--- src/rtl/arbiter_1_to_n_response_memory_if.sv ---
// Bus bundle for the 1-to-N response arbiter: ingress response, per-destination egress
// responses with their read enables, and status toward the memory side.
interface arbiter_1_to_n_response_memory_if #(
    parameter int unsigned NUM_MEMORY_RECEIVER = 2,
    parameter int unsigned DATA_WIDTH          = 32
);
    logic                                           response_in_valid;
    logic [DATA_WIDTH-1:0]                          response_in_payload;
    logic [NUM_MEMORY_RECEIVER-1:0]                 rd_en;
    // {empty, prog_full} of the ingress FIFO
    logic [1:0]                                     fifo_response_signals_out;
    logic [NUM_MEMORY_RECEIVER-1:0]                 response_out_valid;
    logic [NUM_MEMORY_RECEIVER-1:0][DATA_WIDTH-1:0] response_out_payload;
    logic                                           fifo_setup_signal;
    logic [15:0]                                    error_drop_count;

    modport master (
        output response_in_valid, response_in_payload, rd_en,
        input  fifo_response_signals_out, response_out_valid, response_out_payload,
        input  fifo_setup_signal, error_drop_count
    );

    modport slave (
        input  response_in_valid, response_in_payload, rd_en,
        output fifo_response_signals_out, response_out_valid, response_out_payload,
        output fifo_setup_signal, error_drop_count
    );
endinterface

--- src/rtl/arbiter_1_to_n_response_memory.sv ---
// Routes memory responses from one ingress FIFO to N per-destination egress FIFOs using an
// ID field in the payload; out-of-range IDs are discarded and counted (saturating).
module arbiter_1_to_n_response_memory #(
    parameter int unsigned NUM_MEMORY_RECEIVER = 2,
    parameter int unsigned FIFO_ARBITER_DEPTH  = 8,
    parameter int unsigned FIFO_WRITE_DEPTH    = 2 ** $clog2(FIFO_ARBITER_DEPTH + 9),
    parameter int unsigned PROG_THRESH         = (FIFO_WRITE_DEPTH / 2) + 3,
    parameter int unsigned ID_LSB              = 0,
    parameter int unsigned DATA_WIDTH          = 32
) (
    input logic                             ap_clk,
    input logic                             areset,
    arbiter_1_to_n_response_memory_if.slave bus
);
    localparam int unsigned N          = NUM_MEMORY_RECEIVER;
    localparam int unsigned IdW        = (N > 1) ? $clog2(N) : 1;
    localparam int unsigned IngAw      = $clog2(FIFO_WRITE_DEPTH);
    localparam int unsigned IngCntW    = IngAw + 1;
    localparam int unsigned EgDepth    = 16;
    localparam int unsigned EgAw       = 4;
    localparam int unsigned EgCntW     = EgAw + 1;
    localparam int unsigned EgThresh   = 12;
    localparam int unsigned BusyCycles = 4;

    typedef enum logic {StIdle, StDispatch} state_e;

    logic                  rst_q;
    logic [2:0]            busy_cnt_q;
    logic                  fifo_busy;
    logic                  in_valid_q;
    logic [DATA_WIDTH-1:0] in_payload_q;
    logic [N-1:0]          rd_en_q;

    always_ff @(posedge ap_clk) begin
        rst_q <= areset;
    end

    // All internal FIFOs share one reset, so a single busy window stands in for every rst_busy.
    always_ff @(posedge ap_clk) begin
        if (rst_q) begin
            busy_cnt_q <= 3'(BusyCycles);
        end else if (busy_cnt_q != '0) begin
            busy_cnt_q <= busy_cnt_q - 3'd1;
        end
    end
    assign fifo_busy = rst_q | (busy_cnt_q != '0);

    always_ff @(posedge ap_clk) begin
        if (rst_q) begin
            in_valid_q <= 1'b0;
            rd_en_q    <= '0;
        end else begin
            in_valid_q <= bus.response_in_valid;
            rd_en_q    <= bus.rd_en;
        end
        in_payload_q <= bus.response_in_payload;
    end

    // Ingress FIFO (depth assumed a power of two so pointers wrap naturally)
    logic [DATA_WIDTH-1:0] ing_mem_q [FIFO_WRITE_DEPTH];
    logic [IngAw-1:0]      ing_wptr_q, ing_rptr_q;
    logic [IngCntW-1:0]    ing_cnt_q;
    logic                  ing_empty, ing_full, ing_pf, ing_push, ing_pop;

    assign ing_empty = (ing_cnt_q == '0);
    assign ing_full  = (ing_cnt_q == IngCntW'(FIFO_WRITE_DEPTH));
    assign ing_pf    = (ing_cnt_q >= IngCntW'(PROG_THRESH));
    assign ing_push  = in_valid_q && !ing_full && !fifo_busy;

    always_ff @(posedge ap_clk) begin
        if (rst_q) begin
            ing_wptr_q <= '0;
            ing_rptr_q <= '0;
            ing_cnt_q  <= '0;
        end else begin
            if (ing_push) ing_wptr_q <= ing_wptr_q + 1'b1;
            if (ing_pop)  ing_rptr_q <= ing_rptr_q + 1'b1;
            ing_cnt_q <= ing_cnt_q + IngCntW'(ing_push) - IngCntW'(ing_pop);
        end
    end

    always_ff @(posedge ap_clk) begin
        if (ing_push) ing_mem_q[ing_wptr_q] <= in_payload_q;
    end

    // Dispatch FSM
    state_e                state_q, state_d;
    logic [DATA_WIDTH-1:0] hold_q;
    logic                  hold_valid_q;
    logic [IdW-1:0]        dest;
    logic [N-1:0]          dest_hit;
    logic [N-1:0]          eg_push, eg_pf, eg_empty;
    logic                  drop_inc;

    assign dest = hold_q[ID_LSB +: IdW];

    always_comb begin
        dest_hit = '0;
        for (int unsigned i = 0; i < N; i++) begin
            dest_hit[i] = (dest == IdW'(i));
        end
    end

    always_comb begin
        state_d  = state_q;
        ing_pop  = 1'b0;
        eg_push  = '0;
        drop_inc = 1'b0;
        unique case (state_q)
            StIdle: begin
                if (!ing_empty && !fifo_busy) begin
                    ing_pop = 1'b1;
                    state_d = StDispatch;
                end
            end
            StDispatch: begin
                if (hold_valid_q) begin
                    if (dest_hit == '0) begin
                        drop_inc = 1'b1;
                        state_d  = StIdle;
                    end else if ((dest_hit & eg_pf) == '0) begin
                        eg_push = dest_hit;
                        state_d = StIdle;
                    end
                end
            end
            default: state_d = StIdle;
        endcase
    end

    always_ff @(posedge ap_clk) begin
        if (rst_q) begin
            state_q      <= StIdle;
            hold_valid_q <= 1'b0;
        end else begin
            state_q <= state_d;
            if (ing_pop) begin
                hold_valid_q <= 1'b1;
            end else if (state_q == StDispatch && state_d == StIdle) begin
                hold_valid_q <= 1'b0;
            end
        end
        if (ing_pop) hold_q <= ing_mem_q[ing_rptr_q];
    end

    // Egress FIFOs, one per destination, each with a registered output stage
    logic [N-1:0]                 out_valid;
    logic [N-1:0][DATA_WIDTH-1:0] out_payload;

    for (genvar g = 0; g < N; g++) begin : gen_egress
        logic [DATA_WIDTH-1:0] mem_q [EgDepth];
        logic [EgAw-1:0]       wptr_q, rptr_q;
        logic [EgCntW-1:0]     cnt_q;
        logic                  pop;
        logic                  ovalid_q;
        logic [DATA_WIDTH-1:0] opayload_q;

        assign eg_empty[g] = (cnt_q == '0);
        assign eg_pf[g]    = (cnt_q >= EgCntW'(EgThresh));
        assign pop         = rd_en_q[g] && !eg_empty[g] && !fifo_busy;

        always_ff @(posedge ap_clk) begin
            if (rst_q) begin
                wptr_q   <= '0;
                rptr_q   <= '0;
                cnt_q    <= '0;
                ovalid_q <= 1'b0;
            end else begin
                if (eg_push[g]) wptr_q <= wptr_q + 1'b1;
                if (pop)        rptr_q <= rptr_q + 1'b1;
                cnt_q    <= cnt_q + EgCntW'(eg_push[g]) - EgCntW'(pop);
                ovalid_q <= pop;
            end
        end

        always_ff @(posedge ap_clk) begin
            if (eg_push[g]) mem_q[wptr_q] <= hold_q;
            if (pop)        opayload_q    <= mem_q[rptr_q];
        end

        assign out_valid[g]   = ovalid_q;
        assign out_payload[g] = opayload_q;
    end

    // Status, setup and drop counter
    logic [1:0]  status_q;
    logic        setup_q;
    logic [15:0] drop_cnt_q;

    always_ff @(posedge ap_clk) begin
        status_q <= {ing_empty, ing_pf};
        setup_q  <= fifo_busy;
        if (rst_q) begin
            drop_cnt_q <= '0;
        end else if (drop_inc && drop_cnt_q != 16'hFFFF) begin
            drop_cnt_q <= drop_cnt_q + 16'd1;
        end
    end

    assign bus.response_out_valid        = out_valid;
    assign bus.response_out_payload      = out_payload;
    assign bus.fifo_response_signals_out = status_q;
    assign bus.fifo_setup_signal         = setup_q;
    assign bus.error_drop_count          = drop_cnt_q;
endmodule

--- src/flat_wrapper.sv ---
// flat-port wrapper written by rule: the top's interface ports become plain ports
module arbiter_1_to_n_response_memory_flat 
#(
    parameter int unsigned NUM_MEMORY_RECEIVER = 2,
    parameter int unsigned FIFO_ARBITER_DEPTH  = 8,
    parameter int unsigned FIFO_WRITE_DEPTH    = 2 ** $clog2(FIFO_ARBITER_DEPTH + 9),
    parameter int unsigned PROG_THRESH         = (FIFO_WRITE_DEPTH / 2) + 3,
    parameter int unsigned ID_LSB              = 0,
    parameter int unsigned DATA_WIDTH          = 32
)
  (ap_clk, areset, bus_response_in_valid, bus_response_in_payload, bus_rd_en, bus_fifo_response_signals_out, bus_response_out_valid, bus_response_out_payload, bus_fifo_setup_signal, bus_error_drop_count);
  arbiter_1_to_n_response_memory_if #(.NUM_MEMORY_RECEIVER(NUM_MEMORY_RECEIVER), .DATA_WIDTH(DATA_WIDTH)) bus_i ();
  input logic ap_clk;
  input logic areset;
  input wire logic [$bits(bus_i.response_in_valid)-1:0] bus_response_in_valid;
  input wire logic [$bits(bus_i.response_in_payload)-1:0] bus_response_in_payload;
  input wire logic [$bits(bus_i.rd_en)-1:0] bus_rd_en;
  output wire logic [$bits(bus_i.fifo_response_signals_out)-1:0] bus_fifo_response_signals_out;
  output wire logic [$bits(bus_i.response_out_valid)-1:0] bus_response_out_valid;
  output wire logic [$bits(bus_i.response_out_payload)-1:0] bus_response_out_payload;
  output wire logic [$bits(bus_i.fifo_setup_signal)-1:0] bus_fifo_setup_signal;
  output wire logic [$bits(bus_i.error_drop_count)-1:0] bus_error_drop_count;
  assign bus_i.response_in_valid = bus_response_in_valid;
  assign bus_i.response_in_payload = bus_response_in_payload;
  assign bus_i.rd_en = bus_rd_en;
  assign bus_fifo_response_signals_out = bus_i.fifo_response_signals_out;
  assign bus_response_out_valid = bus_i.response_out_valid;
  assign bus_response_out_payload = bus_i.response_out_payload;
  assign bus_fifo_setup_signal = bus_i.fifo_setup_signal;
  assign bus_error_drop_count = bus_i.error_drop_count;
  arbiter_1_to_n_response_memory #(.NUM_MEMORY_RECEIVER(NUM_MEMORY_RECEIVER), .FIFO_ARBITER_DEPTH(FIFO_ARBITER_DEPTH), .FIFO_WRITE_DEPTH(FIFO_WRITE_DEPTH), .PROG_THRESH(PROG_THRESH), .ID_LSB(ID_LSB), .DATA_WIDTH(DATA_WIDTH)) u_core (.ap_clk(ap_clk), .areset(areset), .bus(bus_i));
endmodule
--- config.mk ---
export PLATFORM = sky130hd
export DESIGN_NAME = arbiter_1_to_n_response_memory_flat
export DESIGN_NICKNAME = d
export VERILOG_FILES = /design/src/rtl/arbiter_1_to_n_response_memory_if.sv /design/src/rtl/arbiter_1_to_n_response_memory.sv /design/src/flat_wrapper.sv
export SDC_FILE = /design/constraint.sdc
export NUM_CORES = 2
export LEC_CHECK = 0
export CORE_MARGIN = 1.5
export CORE_UTILIZATION = 40
export CTS_BUF_LIST = sky130_fd_sc_hd__clkbuf_4
export DETAILED_ROUTE_END_ITERATION = 6
export HOLD_SLACK_MARGIN = 0.05
export PLACE_DENSITY = 0.61
export SLEW_MARGIN = 20
export SYNTH_ARGS = -nofsm -noshare
export SYNTH_HDL_FRONTEND = slang
export SYNTH_SLANG_ARGS = --single-unit
--- constraint.sdc ---
create_clock -name ap_clk -period 5.08 [get_ports ap_clk]
set_clock_uncertainty 0.05 [all_clocks]
set_input_delay 0.508 -clock ap_clk [delete_from_list [all_inputs] [get_ports ap_clk]]
set_output_delay 0.508 -clock ap_clk [all_outputs]
set_load 0.1 [all_outputs]
==> flow_summary.ini <==
[sta]
rsz0062_at_grt = false
period_share_pct = 73.2
layout_setup_ws_ns = 1.36
min_period_ns = 3.72
hold_slack_ns = 0.176
setup-violations-final = 0
hold_violations = 0
finalMaxSlewViolations = 0
max_freq_ghz = 0.269
tightest_slew_ns = 1.11
slew_headroom_pct = 25.6
setup_tns_ns = 0

[global_routing]
grt_usage_pct = 18.7
grt_overflow = 0
grt_max_degree = 69
antenna_found_initial = 8
first_global_vias = 42586
grt_pass1_wl_um = 287000

[power_and_ir_drop]
pwr-share-comb_pct = 5.7
p_per_area_nw_per_um2 = 385
p_leak_nw = 30.2
p_int_mw = 29.0
power_frac_seq_pct = 55.2
netSwitchingFraction_pct = 22.5
vdd_ir_drop_max_mv = 0.343
clock_power_share_pct = 39.1
power_switching_mw = 8.40

[synth]
netlist_instances = 3644
synth_edf_count = 2144
synthArstFlopShare_pct = 0
syn-cell-area_um2 = 84200
syn_area_per_cell_um2 = 23.1
synthFlopType = edfxtp_1
ys_ff_latch = 2232
yosys.area.top_type = edfxtp_1
ys_warn_count = 0
synth_top_area_share_pct = 76.5
yosysSeqAreaShare_pct = 78.6
ys_top_cells_by_area = edfxtp_1, mux4_2, dfxtp_1
yosys.cell_types.count = 62

[detailed_routing]
drc = 0
dr.pass1.iters = 5
vias_per_cell = 5.37
wl_per_cell_um = 26.3
ant_nets = 0
routed_wl_um = 199000
num_vias = 40589
initialDrtViolationCount = 3419

[worst_setup_path]
slowest_stage = nor2_4
worst-path-max-fanout = 18
crit_type = reg2reg
slowest_delay_ns = 0.69
reg2regPathDepth = 7
start_kind = flop
arrival_ns = 4.64
worstSetupEndpointType = flop
required_ns = 6.00
crit_chain = inv_1 > ha_1 > nor4bb_1 > and2_1 > nand2_1 > nor2_4 > buf_4

[floorplan]
die-area_um2 = 213000
io_pins = 122
num_rows = 168
core_area_um2 = 209000
die_w_um = 462
start_util_pct = 40.2
die_h_um = 462

[clock_network]
cts_buffers = 568
root_buffer = clkbuf_4
cts_tree = done
clockBufferDepth = 4
htreeDepth = 6
cts_sinks = 2232
cts.clk_slew.worst_paths_ns = 0.06
insertion_delay_ns = 1.36
cts-resized-gates = 0

[placed_design]
place_congestion = 0.769
place_ws_ns = 1.35
place_inst = 6531
io_buffers = 105
dpl.hpwl_um = 116000

[final_layout]
drive_above_1_share_pct = 35.6
area_delta_synth_final_pct = 15.4
nets = 4455
instances_no_fill = 7555
fin_util_pct = 46.4
fill_cells = 17622

[run]
drv_cap = 0

[status]
status = finished, final reports clean

[worst_hold_path]
hold_depth = 2
hold_path_class = in2reg
[layout by cell type, fill, tap and decap left out, drive strengths merged, types with 4 or more instances in the layout]
| cell | Yosys | routed |
|---|---|---|
| edfxtp | 2144 | 2144 |
| clkbuf | 85 | 828 |
| mux4 | 512 | 512 |
| buf | 122 | 186 |
| mux2i | 133 | 133 |
| clkdlybuf4s50 | 0 | 105 |
| dfxtp | 88 | 88 |
| clkinv | 0 | 82 |
| a21oi | 75 | 75 |
| nor2 | 70 | 70 |
| dlygate4sd3 | 0 | 58 |
| inv | 38 | 53 |
| ha | 44 | 44 |
| a22oi | 40 | 40 |
| and3 | 37 | 37 |
| o221ai | 36 | 36 |
| a22o | 28 | 28 |
| o22ai | 27 | 27 |
| a2111oi | 27 | 27 |
| diode | 0 | 17 |
| nor2b | 17 | 17 |
| nand2 | 16 | 16 |
| conb | 1 | 16 |
| xnor2 | 15 | 15 |
| nand3 | 11 | 11 |
| xor2 | 10 | 10 |
| nor3 | 9 | 9 |
| nand4 | 6 | 6 |
| bufinv | 0 | 6 |
| nand3b | 5 | 5 |
| nand2b | 4 | 4 |
| o21a | 4 | 4 |
| or3b | 4 | 4 |
| nor4 | 4 | 4 |
[per-stage QoR]
step / total power, mW / instance area (um2)
3_5_place_dp: 23.1 / 89400
4_1_cts: 37.8 / 96800
2_1_floorplan: 22.4 / 84200
6_report: 37.4 / 97100
3_3_place_gp: 23.1 / 89400
5_1_grt: 39.0 / 97100
[path summary, 6_finish.rpt]
path	start	end	slack, ns
setup / recovery	u_core.busy_cnt_q[0]	u_core.ing_mem_q[18][0]	1.36
hold / removal	bus_response_in_payload[26]	u_core.in_payload_q[26]	0.18
setup reg to reg	u_core.busy_cnt_q[0]	u_core.ing_mem_q[18][0]	1.36
hold reg to reg	u_core.ing_cnt_q[5]	u_core.bus.fifo_response_signals_out[0]	0.45
[sequential cells by signal (all words and copies together), names as in the netlist, 5 cells and up]
name                          flops
u_core.gen_egress.cnt_q          10
u_core.gen_egress.wptr_q          8
u_core.ing_wptr_q                 5
u_core.hold_q                    32
u_core.gen_egress.rptr_q          8
u_core.in_payload_q              32
u_core.ing_rptr_q                 5
u_core.ing_cnt_q                  6
u_core.gen_egress.opayload_q     64
u_core.gen_egress.mem_q        1024
u_core.ing_mem_q               1024
[cell families (layout without fill, tap and decap cells)]
group                    after synthesis  in the layout  synth area share [%]
adder cells (fa/ha/maj)               47             47                 0.725
other                                  1             33               0.00445
buffers and inverters                245           1319                  1.64
multiplexers                         645            645                  15.3
flip-flops                          2232           2232                  78.6
XOR/XNOR                              25             25                 0.260
AND/OR/NAND/NOR                      197            197                  1.25
AO/OA/AOI/OAI                        252            252                  2.26
[synth_stat cells, types with 10 or more instances]
library cell	instances
edfxtp_1	2144
mux4_2	512
mux2i_1	133
dfxtp_1	88
clkbuf_1	83
a21oi_1	75
nor2_1	69
ha_1	44
a22oi_1	40
and3_1	37
buf_6	36
inv_1	36
o221ai_1	36
buf_2	34
buf_4	29
a22o_1	28
o22ai_1	27
buf_1	20
a2111oi_2	18
nor2b_1	17
nand2_1	16
xnor2_1	15
nand3_1	11
xor2_1	10
[cell type report]
type,instances,area (um2),share of cell area [%]
clock buffers,828,6220,6.40
diodes,17,42.5,0.0438
clock inverters,104,568,0.585
multi-input cells,1182,17100,17.6
well taps,2805,3510,3.61
inverters,38,143,0.147
flip-flops and latches,2232,66200,68.2
repair buffers,349,3370,3.47
[routing by layer]
layer  part of all wire, %  global-route usage, %  up-vias  routed length, um
li1                      -                      -    17244                  -
met1                    41                   24.4    21431              81000
met2                    50                   30.7     1568              99500
met3                   7.0                   4.68      342              14000
met4                   2.1                   5.92        4               4190
met5                 0.012                      0        -                 23
[power groups by stage]
stage | Sequential, mW | Combinational, mW | Clock, mW
after floorplan | 21.1 | 1.30 | 0
after global placement | 21.1 | 1.98 | 0
after detailed placement | 21.1 | 2.01 | 0
after CTS | 20.7 | 2.04 | 15.0
after global routing | 20.6 | 2.30 | 16.0
final | 20.6 | 2.13 | 14.6
[critical path, delay by kind of cell, from the launching register on]
family | cells | cell delay [ns]
buf+inv | 2 | 0.56
fa+ha+maj | 1 | 0.20
simple gates | 4 | 2.22
flops | 1 | 0.32
[what timing repair did]
item,in CTS,in global routing
endpoints found under the hold margin,36,0
endpoints found under the setup margin,0,0
hold buffers,58,0
buffers inserted,0,0
Power figures use the tool's default switching activity.
